**src/rtl/prog_loader_fsm.sv**
```systemverilog
// prog_loader_fsm: host-side loader/monitor for the 16-bit pipelined core.
// The host side uses a 4-phase req/ack handshake through pad synchronisers.
// Commands set the address registers and read or write the instruction or
// data memory, with the address auto-incremented after each memory access.
// A run/halt sequencer hands both memories to the core and counts run cycles.
// Optional build macro LOAD_CHECKSUM_EN adds a running checksum of host
// memory writes. It is read with command 0_1_x when wdata MSB=1, and it is
// cleared with command 1_1_x when wdata MSB=1.
`timescale 1ns/1ps
module prog_loader_fsm #(
  parameter int DATA_W  = 16,
  parameter int IADDR_W = 13,
  parameter int DADDR_W = 8,
  parameter int CNT_W   = 24,
  parameter logic [DATA_W-1:0] NOP_INSTR = 16'h2004
) (
  input  logic               clk,
  input  logic               reset,
  input  logic               host_req,
  input  logic [2:0]         host_cmd,
  input  logic [DATA_W-1:0]  host_wdata,
  output logic [DATA_W-1:0]  host_rdata,
  output logic               host_ack,
  input  logic               start_pad,
  output logic               done,
  output logic [CNT_W-1:0]   run_cycles,
  input  logic [IADDR_W-1:0] up_imem_addr,
  output logic [DATA_W-1:0]  up_instr,
  input  logic [DADDR_W-1:0] up_dmem_addr,
  input  logic [DATA_W-1:0]  up_wdata,
  input  logic               up_dwe,
  input  logic               up_hlt,
  output logic               imem_we_n,
  output logic [IADDR_W-1:0] imem_addr,
  output logic [DATA_W-1:0]  imem_wdata,
  input  logic [DATA_W-1:0]  imem_rdata,
  output logic               dmem_we_n,
  output logic [DADDR_W-1:0] dmem_addr,
  output logic [DATA_W-1:0]  dmem_wdata,
  input  logic [DATA_W-1:0]  dmem_rdata
);

  typedef enum logic [2:0] {
    ST_IDLE   = 3'd0,
    ST_EXEC   = 3'd1,
    ST_RDWAIT = 3'd2,
    ST_ACK    = 3'd3,
    ST_RUN    = 3'd4,
    ST_HALT   = 3'd5
  } state_t;

  // Command encoding {wr_rdb, addr_memb, instr_datab}
  localparam logic [2:0] CMD_SET_IADDR = 3'b111;
  localparam logic [2:0] CMD_SET_DADDR = 3'b110;
  localparam logic [2:0] CMD_WR_IMEM   = 3'b101;
  localparam logic [2:0] CMD_WR_DMEM   = 3'b100;
  localparam logic [2:0] CMD_RD_IADDR  = 3'b011;
  localparam logic [2:0] CMD_RD_DADDR  = 3'b010;
  localparam logic [2:0] CMD_RD_IMEM   = 3'b001;
  localparam logic [2:0] CMD_RD_DMEM   = 3'b000;

  localparam logic [IADDR_W-1:0] IADDR_ONE = IADDR_W'(1'b1);
  localparam logic [DADDR_W-1:0] DADDR_ONE = DADDR_W'(1'b1);
  localparam logic [CNT_W-1:0]   CNT_ONE   = CNT_W'(1'b1);
  localparam logic [CNT_W-1:0]   CNT_MAX   = {CNT_W{1'b1}};

  logic [1:0]         req_sync_q;
  logic [1:0]         start_sync_q;
  logic               req_prev_q;
  logic               req_s;
  logic               start_s;
  state_t             state_q;
  logic [2:0]         cmd_q;
  logic [DATA_W-1:0]  wdata_q;
  logic [DATA_W-1:0]  host_rdata_q;
  logic               host_ack_q;
  logic               done_q;
  logic [CNT_W-1:0]   run_cycles_q;
  logic [IADDR_W-1:0] iaddr_q;
  logic [DADDR_W-1:0] daddr_q;
  logic [IADDR_W-1:0] iaddr_inc_d;
  logic [DADDR_W-1:0] daddr_inc_d;
  logic [CNT_W-1:0]   cycles_inc_d;
`ifdef LOAD_CHECKSUM_EN
  logic [DATA_W-1:0]  csum_q;
`endif

  assign req_s   = req_sync_q[1];
  assign start_s = start_sync_q[1];

  // Two-flop synchronisers for the pad inputs, plus the req_s history for edge detection
  always_ff @(posedge clk or negedge reset) begin
    if (!reset) begin
      req_sync_q   <= 2'b00;
      start_sync_q <= 2'b00;
      req_prev_q   <= 1'b0;
    end else begin
      req_sync_q   <= {req_sync_q[0], host_req};
      start_sync_q <= {start_sync_q[0], start_pad};
      req_prev_q   <= req_s;
    end
  end

  // Next values for the wrapping address registers and the saturating run counter
  always_comb begin
    iaddr_inc_d = iaddr_q + IADDR_ONE;
    daddr_inc_d = daddr_q + DADDR_ONE;
    if (run_cycles_q == CNT_MAX) begin
      cycles_inc_d = run_cycles_q;
    end else begin
      cycles_inc_d = run_cycles_q + CNT_ONE;
    end
  end

  // Main sequencer: host command execution, handshake and run/halt control
  always_ff @(posedge clk or negedge reset) begin
    if (!reset) begin
      state_q      <= ST_IDLE;
      cmd_q        <= 3'b000;
      wdata_q      <= {DATA_W{1'b0}};
      host_rdata_q <= {DATA_W{1'b0}};
      host_ack_q   <= 1'b0;
      done_q       <= 1'b0;
      run_cycles_q <= {CNT_W{1'b0}};
      iaddr_q      <= {IADDR_W{1'b0}};
      daddr_q      <= {DADDR_W{1'b0}};
`ifdef LOAD_CHECKSUM_EN
      csum_q       <= {DATA_W{1'b0}};
`endif
    end else begin
      case (state_q)
        ST_IDLE: begin
          // A run request takes precedence and masks any host request
          if (start_s) begin
            run_cycles_q <= {CNT_W{1'b0}};
            state_q      <= ST_RUN;
          end else if (req_s && !req_prev_q) begin
            cmd_q   <= host_cmd;
            wdata_q <= host_wdata;
            state_q <= ST_EXEC;
          end else begin
            state_q <= ST_IDLE;
          end
        end
        ST_EXEC: begin
          case (cmd_q)
            CMD_SET_IADDR: begin
`ifdef LOAD_CHECKSUM_EN
              if (wdata_q[DATA_W-1]) begin
                csum_q <= {DATA_W{1'b0}};
              end else begin
                iaddr_q <= wdata_q[IADDR_W-1:0];
              end
`else
              iaddr_q <= wdata_q[IADDR_W-1:0];
`endif
              host_rdata_q <= wdata_q;
              host_ack_q   <= 1'b1;
              state_q      <= ST_ACK;
            end
            CMD_SET_DADDR: begin
`ifdef LOAD_CHECKSUM_EN
              if (wdata_q[DATA_W-1]) begin
                csum_q <= {DATA_W{1'b0}};
              end else begin
                daddr_q <= wdata_q[DADDR_W-1:0];
              end
`else
              daddr_q <= wdata_q[DADDR_W-1:0];
`endif
              host_rdata_q <= wdata_q;
              host_ack_q   <= 1'b1;
              state_q      <= ST_ACK;
            end
            CMD_WR_IMEM: begin
              // The write strobe is decoded from EXEC, so memory captures on this edge
              iaddr_q      <= iaddr_inc_d;
`ifdef LOAD_CHECKSUM_EN
              csum_q       <= csum_q + wdata_q;
`endif
              host_rdata_q <= wdata_q;
              host_ack_q   <= 1'b1;
              state_q      <= ST_ACK;
            end
            CMD_WR_DMEM: begin
              daddr_q      <= daddr_inc_d;
`ifdef LOAD_CHECKSUM_EN
              csum_q       <= csum_q + wdata_q;
`endif
              host_rdata_q <= wdata_q;
              host_ack_q   <= 1'b1;
              state_q      <= ST_ACK;
            end
            CMD_RD_IADDR: begin
`ifdef LOAD_CHECKSUM_EN
              if (wdata_q[DATA_W-1]) begin
                host_rdata_q <= csum_q;
              end else begin
                host_rdata_q <= DATA_W'(iaddr_q);
              end
`else
              host_rdata_q <= DATA_W'(iaddr_q);
`endif
              host_ack_q <= 1'b1;
              state_q    <= ST_ACK;
            end
            CMD_RD_DADDR: begin
`ifdef LOAD_CHECKSUM_EN
              if (wdata_q[DATA_W-1]) begin
                host_rdata_q <= csum_q;
              end else begin
                host_rdata_q <= DATA_W'(daddr_q);
              end
`else
              host_rdata_q <= DATA_W'(daddr_q);
`endif
              host_ack_q <= 1'b1;
              state_q    <= ST_ACK;
            end
            CMD_RD_IMEM, CMD_RD_DMEM: begin
              // Address is on the memory port now; data arrives next cycle
              state_q <= ST_RDWAIT;
            end
            default: begin
              host_ack_q <= 1'b1;
              state_q    <= ST_ACK;
            end
          endcase
        end
        ST_RDWAIT: begin
          if (cmd_q[0]) begin
            host_rdata_q <= imem_rdata;
            iaddr_q      <= iaddr_inc_d;
          end else begin
            host_rdata_q <= dmem_rdata;
            daddr_q      <= daddr_inc_d;
          end
          host_ack_q <= 1'b1;
          state_q    <= ST_ACK;
        end
        ST_ACK: begin
          // Hold the acknowledge until the host releases its request
          if (!req_s) begin
            host_ack_q <= 1'b0;
            state_q    <= ST_IDLE;
          end else begin
            state_q <= ST_ACK;
          end
        end
        ST_RUN: begin
          run_cycles_q <= cycles_inc_d;
          // Dropping the run request aborts the run without reporting done
          if (!start_s) begin
            done_q  <= 1'b0;
            state_q <= ST_IDLE;
          end else if (up_hlt) begin
            done_q  <= 1'b1;
            state_q <= ST_HALT;
          end else begin
            state_q <= ST_RUN;
          end
        end
        ST_HALT: begin
          if (!start_s) begin
            done_q  <= 1'b0;
            state_q <= ST_IDLE;
          end else begin
            state_q <= ST_HALT;
          end
        end
        default: begin
          host_ack_q <= 1'b0;
          state_q    <= ST_IDLE;
        end
      endcase
    end
  end

  // Memory port muxes: the core owns both memories while running, the loader otherwise
  always_comb begin
    imem_wdata = wdata_q;
    imem_we_n  = 1'b1;
    if (state_q == ST_RUN) begin
      imem_addr  = up_imem_addr;
      dmem_addr  = up_dmem_addr;
      dmem_wdata = up_wdata;
      dmem_we_n  = ~up_dwe;
      up_instr   = imem_rdata;
    end else begin
      imem_addr  = iaddr_q;
      dmem_addr  = daddr_q;
      dmem_wdata = wdata_q;
      imem_we_n  = ~((state_q == ST_EXEC) && (cmd_q == CMD_WR_IMEM));
      dmem_we_n  = ~((state_q == ST_EXEC) && (cmd_q == CMD_WR_DMEM));
      up_instr   = NOP_INSTR;
    end
  end

  assign host_rdata = host_rdata_q;
  assign host_ack   = host_ack_q;
  assign done       = done_q;
  assign run_cycles = run_cycles_q;

endmodule

```
**config.mk**
```make
export PLATFORM = sky130hd
export DESIGN_NAME = prog_loader_fsm
export DESIGN_NICKNAME = d
export VERILOG_FILES = /design/src/rtl/prog_loader_fsm.sv
export SDC_FILE = /design/constraint.sdc
export NUM_CORES = 1
export LEC_CHECK = 0
export ABC_CLOCK_PERIOD_IN_PS = 2960
export CORE_MARGIN = 1.5
export CORE_UTILIZATION = 45
export DETAILED_ROUTE_END_ITERATION = 8
export PLACE_DENSITY = 0.88
export SLEW_MARGIN = 20
export SYNTH_ARGS = -nofsm -noshare
export SYNTH_HDL_FRONTEND = slang
export SYNTH_SLANG_ARGS = --single-unit
```
**constraint.sdc**
```tcl
create_clock -name clk -period 2.96 [get_ports clk]
set_input_delay 0.74 -clock clk [delete_from_list [all_inputs] [get_ports clk]]
set_output_delay 0.74 -clock clk [all_outputs]
set_load 0.01 [all_outputs]
```
==> flow_summary.ini, run 1 <==
[status]
status = finished clean

[power_and_ir_drop]
power.density_nw_per_um2 = 965
power_frac_clock_pct = 16.0
p_leak_uw = 0.00349
report.power.total_uw = 7740
comb_power_share_pct = 54.9
ir_worst_vdd_mv = 0.597
switching_share_pct = 42.1
power_frac_seq_pct = 29.2
p_sw_uw = 3260
intPower_uw = 4480

[place]
dp_hpwl_mm = 13.5
post_dp_cell_area_sq_um = 7650
gp_congestion = 0.883
port_buffers = 206

[cts]
cts_root_buf = clkbuf_16
cts_buffers = 9
max-clock-path-buffers = 2
clock_sinks = 90
ctsHtreeMaxLevel = 3
clk_pin_slew_worst_paths_ns = 0.06
cts_tree = done
clk_latency_ns = 0.34

[worst_setup_path]
worstSetupPathType = reg -> out
cpMaxStageDelayCell = clkdlybuf4s50_1
crit_family = buffers and inverters
path_buf_inv = 2
cp.arrival_ns = 2.13
start_kind = flop
cp_max_fo = 42
crit_chain = or2_1, nor2_4, buf_12, nand2_1, o21ai_0, clkdlybuf4s50_1
worstPathRequired_ns = 2.22
endpoint_kind = primary output
crit_path_max_incr_delay_ns = 0.58

[die]
io_pins = 207
rows = 39
initial_core_util_pct = 46.8
core_sq_um = 11600
die_x_microns = 113
fp.dieH_microns = 113
dieArea_sq_um = 12700

[final_layout]
antenna_cells = 0
fillCellCount = 854
fin_area_sq_um = 8020
area_delta_synth_final_pct = 47.7
drive_gt1_share_pct = 11.7
nets = 889

[synthesis]
yosysSeqAreaShare_pct = 41.5
synth_fp_nets = 699
synthArstFlopShare_pct = 100
ys_ff_latch = 90
syn_area_per_cell_sq_um = 9.02
yosys_most_used_dff = dfrtp_1
syn_area_sq_um = 5430
syn_inst = 602
synth_edf_count = 0
yosysUniqueCellTypes = 53
yosysWarnings = 0

[timing]
timing.final.hold_violations = 0
fin_worst_skew_ns = 0.0109
timing.fmax_mhz = 348
drv_slew = 0
maxSlewHeadroom_pct = 31.7
setup_viol_count_final = 0
tns_ns = 0
fin_crit_ns = 2.87
period_share_pct = 97.0
worst-slew-pin-transition_ns = 1.02

[routing]
drc_errors = 0
drtPass1Iterations = 6
wirelength_mm = 18.4
drt_iter0_drc = 558
postRouteAntennaNets = 0
post_drt_via_cell_ratio = 5.92
num_vias = 5564
wl_per_cell_microns = 19.6

[global_routing]
grt_usage_pct = 28.2
grt_max_degree = 48
gr-total-overflow = 0
grt_pass1_wl_mm = 28.5
antenna_found_initial = 0
grt_pass1_vias = 5407

[flow_run]
max-cap-violations = 0

[worst_hold_path]
hp-class = reg -> reg
flip-flops by register name (all words and copies together) (netlist names):
name          count
host_ack          1
done              1
host_rdata       16
req_prev_q        1
daddr_q           8
iaddr_q          13
state_q           3
run_cycles       24
imem_wdata       16
start_sync_q      2
req_sync_q        2
cmd_q             3
cells by family after synthesis:
group                    synth area share (%)
flip-flops                               41.5
multiplexers                             16.1
adder cells (fa/ha/maj)                 0.691
buffers and inverters                    3.75
AO/OA/AOI/OAI                            17.0
AND/OR/NAND/NOR                          19.2
XOR/XNOR                                 1.77
per-stage QoR:
stage          utilization (%)  setup WS [ns]  instances  hold slack, ns
2_1_floorplan                -          0.318        602           0.331
3_3_place_gp              65.9          0.235        924           0.336
3_5_place_dp              65.9          0.232        924           0.336
4_1_cts                   68.6        0.00372        940           0.349
5_1_grt                   69.1        -0.0110        940           0.354
6_report                  69.1         0.0878        940           0.349
final timing paths:
path	startpoint	endpoint	slack [ns]	depth (start not counted)
min in group asynchronous	reset	imem_wdata[2]$_DFFE_PN0P_	0.42	1
setup reg to reg	state_q[1]$_DFF_PN0_	run_cycles[23]$_DFFE_PN0P_	0.26	6
hold / removal	start_sync_q[0]$_DFF_PN0_	start_sync_q[1]$_DFF_PN0_	0.35	0
setup / recovery	state_q[1]$_DFF_PN0_	imem_addr[7]	0.09	6
hold reg to reg	start_sync_q[0]$_DFF_PN0_	start_sync_q[1]$_DFF_PN0_	0.35	0
max in group asynchronous	reset	host_rdata[5]$_DFFE_PN0P_	1.88	2
synthesized netlist by cell type, drive strengths merged (7+ instances only):
library cell / count / area, sq um
dfrtp: 90 / 2250
nand2: 64 / 240
mux2: 53 / 597
nor2: 52 / 195
o21ai: 49 / 245
a21oi: 43 / 215
clkbuf: 37 / 139
mux2i: 28 / 280
and3: 23 / 144
nand3: 21 / 105
a211oi: 14 / 105
inv: 10 / 37.5
nand4: 8 / 50.1
or3: 8 / 50.1
a21o: 7 / 52.6
o22ai: 7 / 43.8
xnor2: 7 / 61.3
final cells by class:
class	instances	area [sq um]	area share [%]
Sequential cell	90	2250	28.1
Clock inverter	5	77.6	0.967
Timing Repair Buffer	221	2250	28.0
Clock buffer	11	243	3.03
Inverter	10	37.5	0.468
Multi-Input combinational cell	460	2990	37.2
Tap cell	143	179	2.23
cells in the final DEF, fill, tap and decap left out, types with 21 or more instances in the layout:
cell type        count
and3_1              23
dlymetal6s2s_1      25
nand3_1             21
nand2_1             64
mux2_2              52
nor2_1              51
o21ai_0             48
dfrtp_1             90
mux2i_1             28
clkdlybuf4s50_1    171
a21oi_1             43
timing repair:
item,CTS,global route
gates resized for setup,10,25
hold buffers,0,0
endpoints found under the setup margin,10,25
setup buffers,0,0
endpoints found under the hold margin,0,0
per-layer routing:
layer | vias up | global-route usage [%] | wire [microns]
li1 | 2558 | - | -
met1 | 2658 | 36.7 | 7160
met2 | 305 | 48.0 | 9220
met3 | 43 | 6.27 | 1620
met4 | 0 | 7.42 | 410
met5 | - | 0 | 0
power by group through the flow:
stage               registers [uW]  logic [uW]  clock network [uW]
finish                        2260        4250                1240
global route                  2320        4590                1310
CTS                           2240        4270                1240
detailed placement            2260        4270                   0
global placement              2230        4130                   0
floorplan                     2130        2390                   0
Note: power is estimated with default switching activity, not from simulation.
==> inputs of run 2 (changes only) <==
--- a/config.mk
+++ b/config.mk
@@ -6,6 +6,7 @@
 export NUM_CORES = 1
 export LEC_CHECK = 0
 export ABC_CLOCK_PERIOD_IN_PS = 2960
+export CAP_MARGIN = 15
 export CORE_MARGIN = 1.5
 export CORE_UTILIZATION = 45
 export DETAILED_ROUTE_END_ITERATION = 8
==> results of run 2 <==
The final DEF is identical to that of run 1; final timing and power are the same.
==> patch 1, RTL diff (settings of run 1) <==
Add a define of `LOAD_CHECKSUM_EN`.
--- a/src/rtl/prog_loader_fsm.sv
+++ b/src/rtl/prog_loader_fsm.sv
@@ -7,6 +7,8 @@
 // memory writes. It is read with command 0_1_x when wdata MSB=1, and it is
 // cleared with command 1_1_x when wdata MSB=1.
 `timescale 1ns/1ps
+`define LOAD_CHECKSUM_EN
+
 module prog_loader_fsm #(
   parameter int DATA_W  = 16,
   parameter int IADDR_W = 13,
Function: changed (a bounded check fails within 10 cycles, from zero or initial values and one cycle with reset low).
==> patch 1 against run 1 <==
  * The run now ends with design-rule violations left
  * Design area rose by 19%
  * Via count rose by 23%
  * Setup slack got worse by 3.2 ps
  * Sequential cell count rose by 16
  * First-iteration DRC count rose by 26%
  * Critical endpoint is now dmem_we_n
  * Synthesized area rose by 25%
  * Routed wire length rose by 19%
  * Largest power group unchanged
  * Total power rose by 23%
==> patch 1: results (changes against run 1) <==
Clock skew - 13.5 ps (+2.54 ps)
Synth cell types - 64 (+21%)
Vias in the first global route - 6,563 (+21%)
Worst hold start - start_sync_q[0]
CP startpoint - state_q[2]
Status - finished with violations
Fillcell total - 1,163 (+36%)
Adder-cell share of the synthesized area - 3.80% (+3.1 points)
First-pass GRT wire length - 34,500 um (+21%)
Fraction of layout cells with a size suffix above 1 - 10.7% (-0.99 points)
Met3 routed WL - 2030 um (+25%)
Number of port buffers - 206 (unchanged)
Compound-Gate Fraction of Synth Area - 17.1% (+0.18 points)
GRT Total Usage - 27.6% (-0.63 points)
Syn_nets - 882 (+26%)
Worst min-delay path class - reg -> reg
Failing checks - design-rule violations
CTS clk-pin slew, worst paths - 70 ps
WL/cell - 19.0 um (-3.2%)
Commonest cells post-synth - dfrtp_1, nand2_1, o21ai_0
Top post-synthesis cells by area - dfrtp_1, mux2_2, nand2_1
Max reg flops - 24 (unchanged)
Leakage power - 4.10 nW (+17%)
Net count, final - 1,083 (+22%)
DR pass1 iterations - 9 (+3)
WL met2 - 10,900 um (+18%)
Routability cong. - 0.917 (+3.8%)
Post-DP Area - 0.00906 mm^2 (+19%)
Xor and xnor area share after synthesis - 3.88% (+2.1 points)
Largest net degree at the start of global routing - 66 (+38%)
R2R Path Start - imem_wdata[0]
TritonCTS buffer count - 9 (unchanged)
H-tree depth - 3 (unchanged)
Seq/Total Area, Yosys - 39.2% (-2.3 points)
Peak VDD IR - 0.548 mV (-8.2%)
Post-DR vias/cell - 5.89 (-0.57%)
Drc violations - 42 (+42)
HPWL after detailed placement - 15,500 um (+14%)
Clock Latency Late Sink - 360 ps (+20 ps)
Clock sinks - 106 (+18%)
Final setup violating endpoints - 0 (unchanged)
Worst Path Max Fanout - 8 (-81%)
Post-synth ARST share - 100% (unchanged)
Internal Power - 5.25 mW (+17%)
Initial antenna violation count - 0 (unchanged)
Slew headroom - 37.7% (+6.0 points)
DR top layer - met4
Mux cell area share after synthesis - 12.2% (-3.9 points)
Iter 0 DRT Violations - 703 (+26%)
Root Buffer - clkbuf_16
Area Growth Syn to Fin - 40.7%
Routed length on met1 - 8620 um (+20%)
Max Root-Sink Buffers - 2 (unchanged)
-- patch 1: changes by cell type after synthesis, sizes merged, moves of 12 or more --
cell / run 1 / this run
xnor2: 7 / 20
dfrtp: 90 / 106
nand2: 64 / 103
nor2: 52 / 64
clkbuf: 37 / 23
o21ai: 49 / 81
ha: 3 / 19
nor3: 4 / 16
buf: 5 / 18
a21oi: 43 / 59
-- patch 1: timing repair --
action / in CTS / in global routing
setup endpoints to repair: 35 / 26
cloned: 2 / 1
buffers inserted: 2 / 1
pin swaps: 1 / 1
resized for setup: 13 / 26
-- patch 1: kinds of logic (layout without fill, tap and decap cells) --
family,Yosys count,count (layout)
and+or+nand+nor,287,287
adders and majority gates,20,20
AOI/OAI and AO/OA,196,196
other,0,1
muxes,76,76
buffers and inverters,53,259
xor gates and xnor gates,30,30
DFF,106,106
-- patch 1: area by class of cell --
type / instances / area share, %
diodes: 1 / 0.0263
clock buffers: 9 / 2.36
clock inverters: 7 / 0.801
inverters: 12 / 0.473
multi-input cells: 609 / 41.0
flip-flops and latches: 106 / 27.8
well taps: 184 / 2.42
repair buffers: 231 / 25.1
-- patch 1: worst max-delay path, stage by stage (launching register included) --
cell,delay [ps]
dfrtp_1,360
clkinv_1,120
buf_4,180
and2_1,160
nand2_1,100
nor2_1,80
a21oi_1,200
clkdlybuf4s50_1,570
-- patch 1: worst paths after layout --
| kind | to | slack [ps] | cells after the start |
|---|---|---|---|
| worst max register to register | csum_q[8] | 360 | 9 |
| worst min register to register | start_sync_q[1] | 350 | 0 |
| worst max-delay path | dmem_we_n | 80 | 7 |
| worst min-delay path | start_sync_q[1] | 350 | 0 |
| max in group asynchronous | csum_q[12] | 1840 | 2 |
| min in group asynchronous | host_rdata[7] | 360 | 1 |
-- patch 1: power groups by stage --
stage / clock network (mW) / registers [mW] / logic (mW)
after floorplan: 0 / 2.52 / 3.43
after global placement: 0 / 2.65 / 5.45
after detailed placement: 0 / 2.67 / 5.60
after CTS: 1.26 / 2.65 / 5.60
after global routing: 1.33 / 2.73 / 6.18
final: 1.24 / 2.66 / 5.64
-- patch 1: layer usage --
layer | up-vias | track usage [%]
li1 | 3156 | -
met1 | 3280 | 34.0
met2 | 345 | 46.5
met3 | 40 | 7.56
met4 | 0 | 10.1
met5 | - | 0
-- patch 1: per-stage QoR --
step / TNS, ps / setup WS [ps] / std cells / total power, mW
floorplan: 0 / 518 / 768 / 5.95
global placement: 0 / 283 / 1136 / 8.10
detailed placement: 0 / 279 / 1136 / 8.27
CTS: 0 / 0.962 / 1156 / 9.51
global route: -3.50 / -3.50 / 1158 / 10.2
finish: 0 / 84.7 / 1159 / 9.54
==> patch 2, RTL diff (config.mk and constraints of run 1) <==
Made on the original files. Re-encode `state_t` (6 states) as Gray code, 3 bits wide.
--- a/src/rtl/prog_loader_fsm.sv
+++ b/src/rtl/prog_loader_fsm.sv
@@ -41,12 +41,12 @@
 );
 
   typedef enum logic [2:0] {
-    ST_IDLE   = 3'd0,
-    ST_EXEC   = 3'd1,
-    ST_RDWAIT = 3'd2,
-    ST_ACK    = 3'd3,
-    ST_RUN    = 3'd4,
-    ST_HALT   = 3'd5
+    ST_IDLE   = 3'b000,
+    ST_EXEC   = 3'b001,
+    ST_RDWAIT = 3'b011,
+    ST_ACK    = 3'b010,
+    ST_RUN    = 3'b110,
+    ST_HALT   = 3'b111
   } state_t;
 
   // Command encoding {wr_rdb, addr_memb, instr_datab}
Formal check against the unedited RTL: same outputs for any inputs over 10 cycles, from zero or initial values and one cycle with reset low; not proved beyond that.
==> patch 2 against run 1 <==
  * The flow now finishes with violations (design-rule violations)
  * Synthesized cell count is 10% higher
  * Design area is 0.50% lower
  * Sequential cell count stayed put
  * Synthesized area is 0.65% lower
  * Non-clock buffer count is 5 higher
  * Combinational power is 4.7% lower
  * Clock power is 5% higher
  * Cell count is 6.9% higher
  * Routed wire length is 6.8% lower
  * Total power is 2.1% lower
  * Setup slack worse by 21 ps
==> patch 2: results (changes against run 1) <==
Status - finished with violations
Failing checks - design-rule violations
WL met2 - 8420 um (-8.7%)
Final WL - 17,200 um (-6.8%)
First-pass GRT wire length - 27,800 um (-2.4%)
Peak VDD IR - 0.576 mV (-3.6%)
Setup WS pre-CTS - 246 ps (+14.4 ps)
Largest net degree at the start of global routing - 47 (-2.1%)
Top post-synthesis cells by area - dfrtp_1, nand2_1, o21ai_0
Reg2reg end - run_cycles[6]
Iter 0 DRT Violations - 440 (-21%)
Routability cong. - 0.903 (+2.2%)
Commonest cells post-synth - nand2_1, dfrtp_1, o21ai_0
GRT Total Usage - 27.5% (-0.77 points)
Drc violations - 15 (+15)
WHS - 357 ps (+8.31 ps)
WL/cell - 17.1 um (-13%)
Comb pwr - 4.05 mW (-4.7%)
DR pass1 iterations - 8 (+2)
Reg2reg path depth - 7 (+1)
Fraction of layout cells with a size suffix above 1 - 8.70% (-3.0 points)
Post-DR vias/cell - 5.70 (-3.7%)
Leakage power - 3.36 nW (-3.9%)
Synth cell types - 51 (-3.8%)
Fillcell total - 905 (+6.0%)
[patch 2: cell types whose count changed after synthesis, sizes merged, moves of 9 or more]
cell | before | now
o31ai | 2 | 11
a211oi | 14 | 0
mux2 | 53 | 24
and3 | 23 | 0
nand2 | 64 | 172
and2 | 2 | 17
o21ai | 49 | 74
nor2 | 52 | 33
[patch 2: what timing repair did]
item	CTS	global route
pin swaps	0	0
cloned	0	0
gates resized for setup	1	3
setup endpoints to repair	3	15
[patch 2: cell families (layout without fill, tap and decap cells)]
group           count (synthesis)  in the layout  share of synthesized area (%)
compound gates                181            181                           20.0
xor+xnor                        1              1                          0.162
fa+ha+maj                       3              3                          0.696
buf+inv                        52            252                           3.96
flops                          90             90                           41.7
mux                            46             46                           9.09
simple gates                  289            289                           24.3
[patch 2: worst max-delay path, delay by kind of cell (launching register included)]
kind / cells / cell delay, ps
simple gates: 3 / 740
buf+inv: 2 / 670
flops: 1 / 380
[patch 2: metal layers]
metal,up-vias,global-route usage (%)
met5,-,0
met4,0,8.69
met3,37,5.89
met2,256,46.2
met1,2697,35.6
li1,2738,-
[patch 2: worst max path at each step]
stage / endpoint / slack, ps / depth (start not counted)
after floorplan: dmem_wdata[10] / 480 / 7
after global placement: up_instr[2] / 240 / 3
after detailed placement: up_instr[2] / 250 / 3
after CTS: imem_we_n / 5 / 5
after global routing: dmem_wdata[0] / 10 / 7
final: imem_we_n / 70 / 5
[patch 2: area by class of cell]
| type | count | area share, % |
|---|---|---|
| inverters | 11 | 0.517 |
| well taps | 143 | 2.24 |
| clock inverters | 5 | 1.30 |
| flip-flops and latches | 90 | 28.2 |
| clock buffers | 10 | 2.87 |
| multi-input cells | 520 | 37.0 |
| repair buffers | 226 | 27.9 |
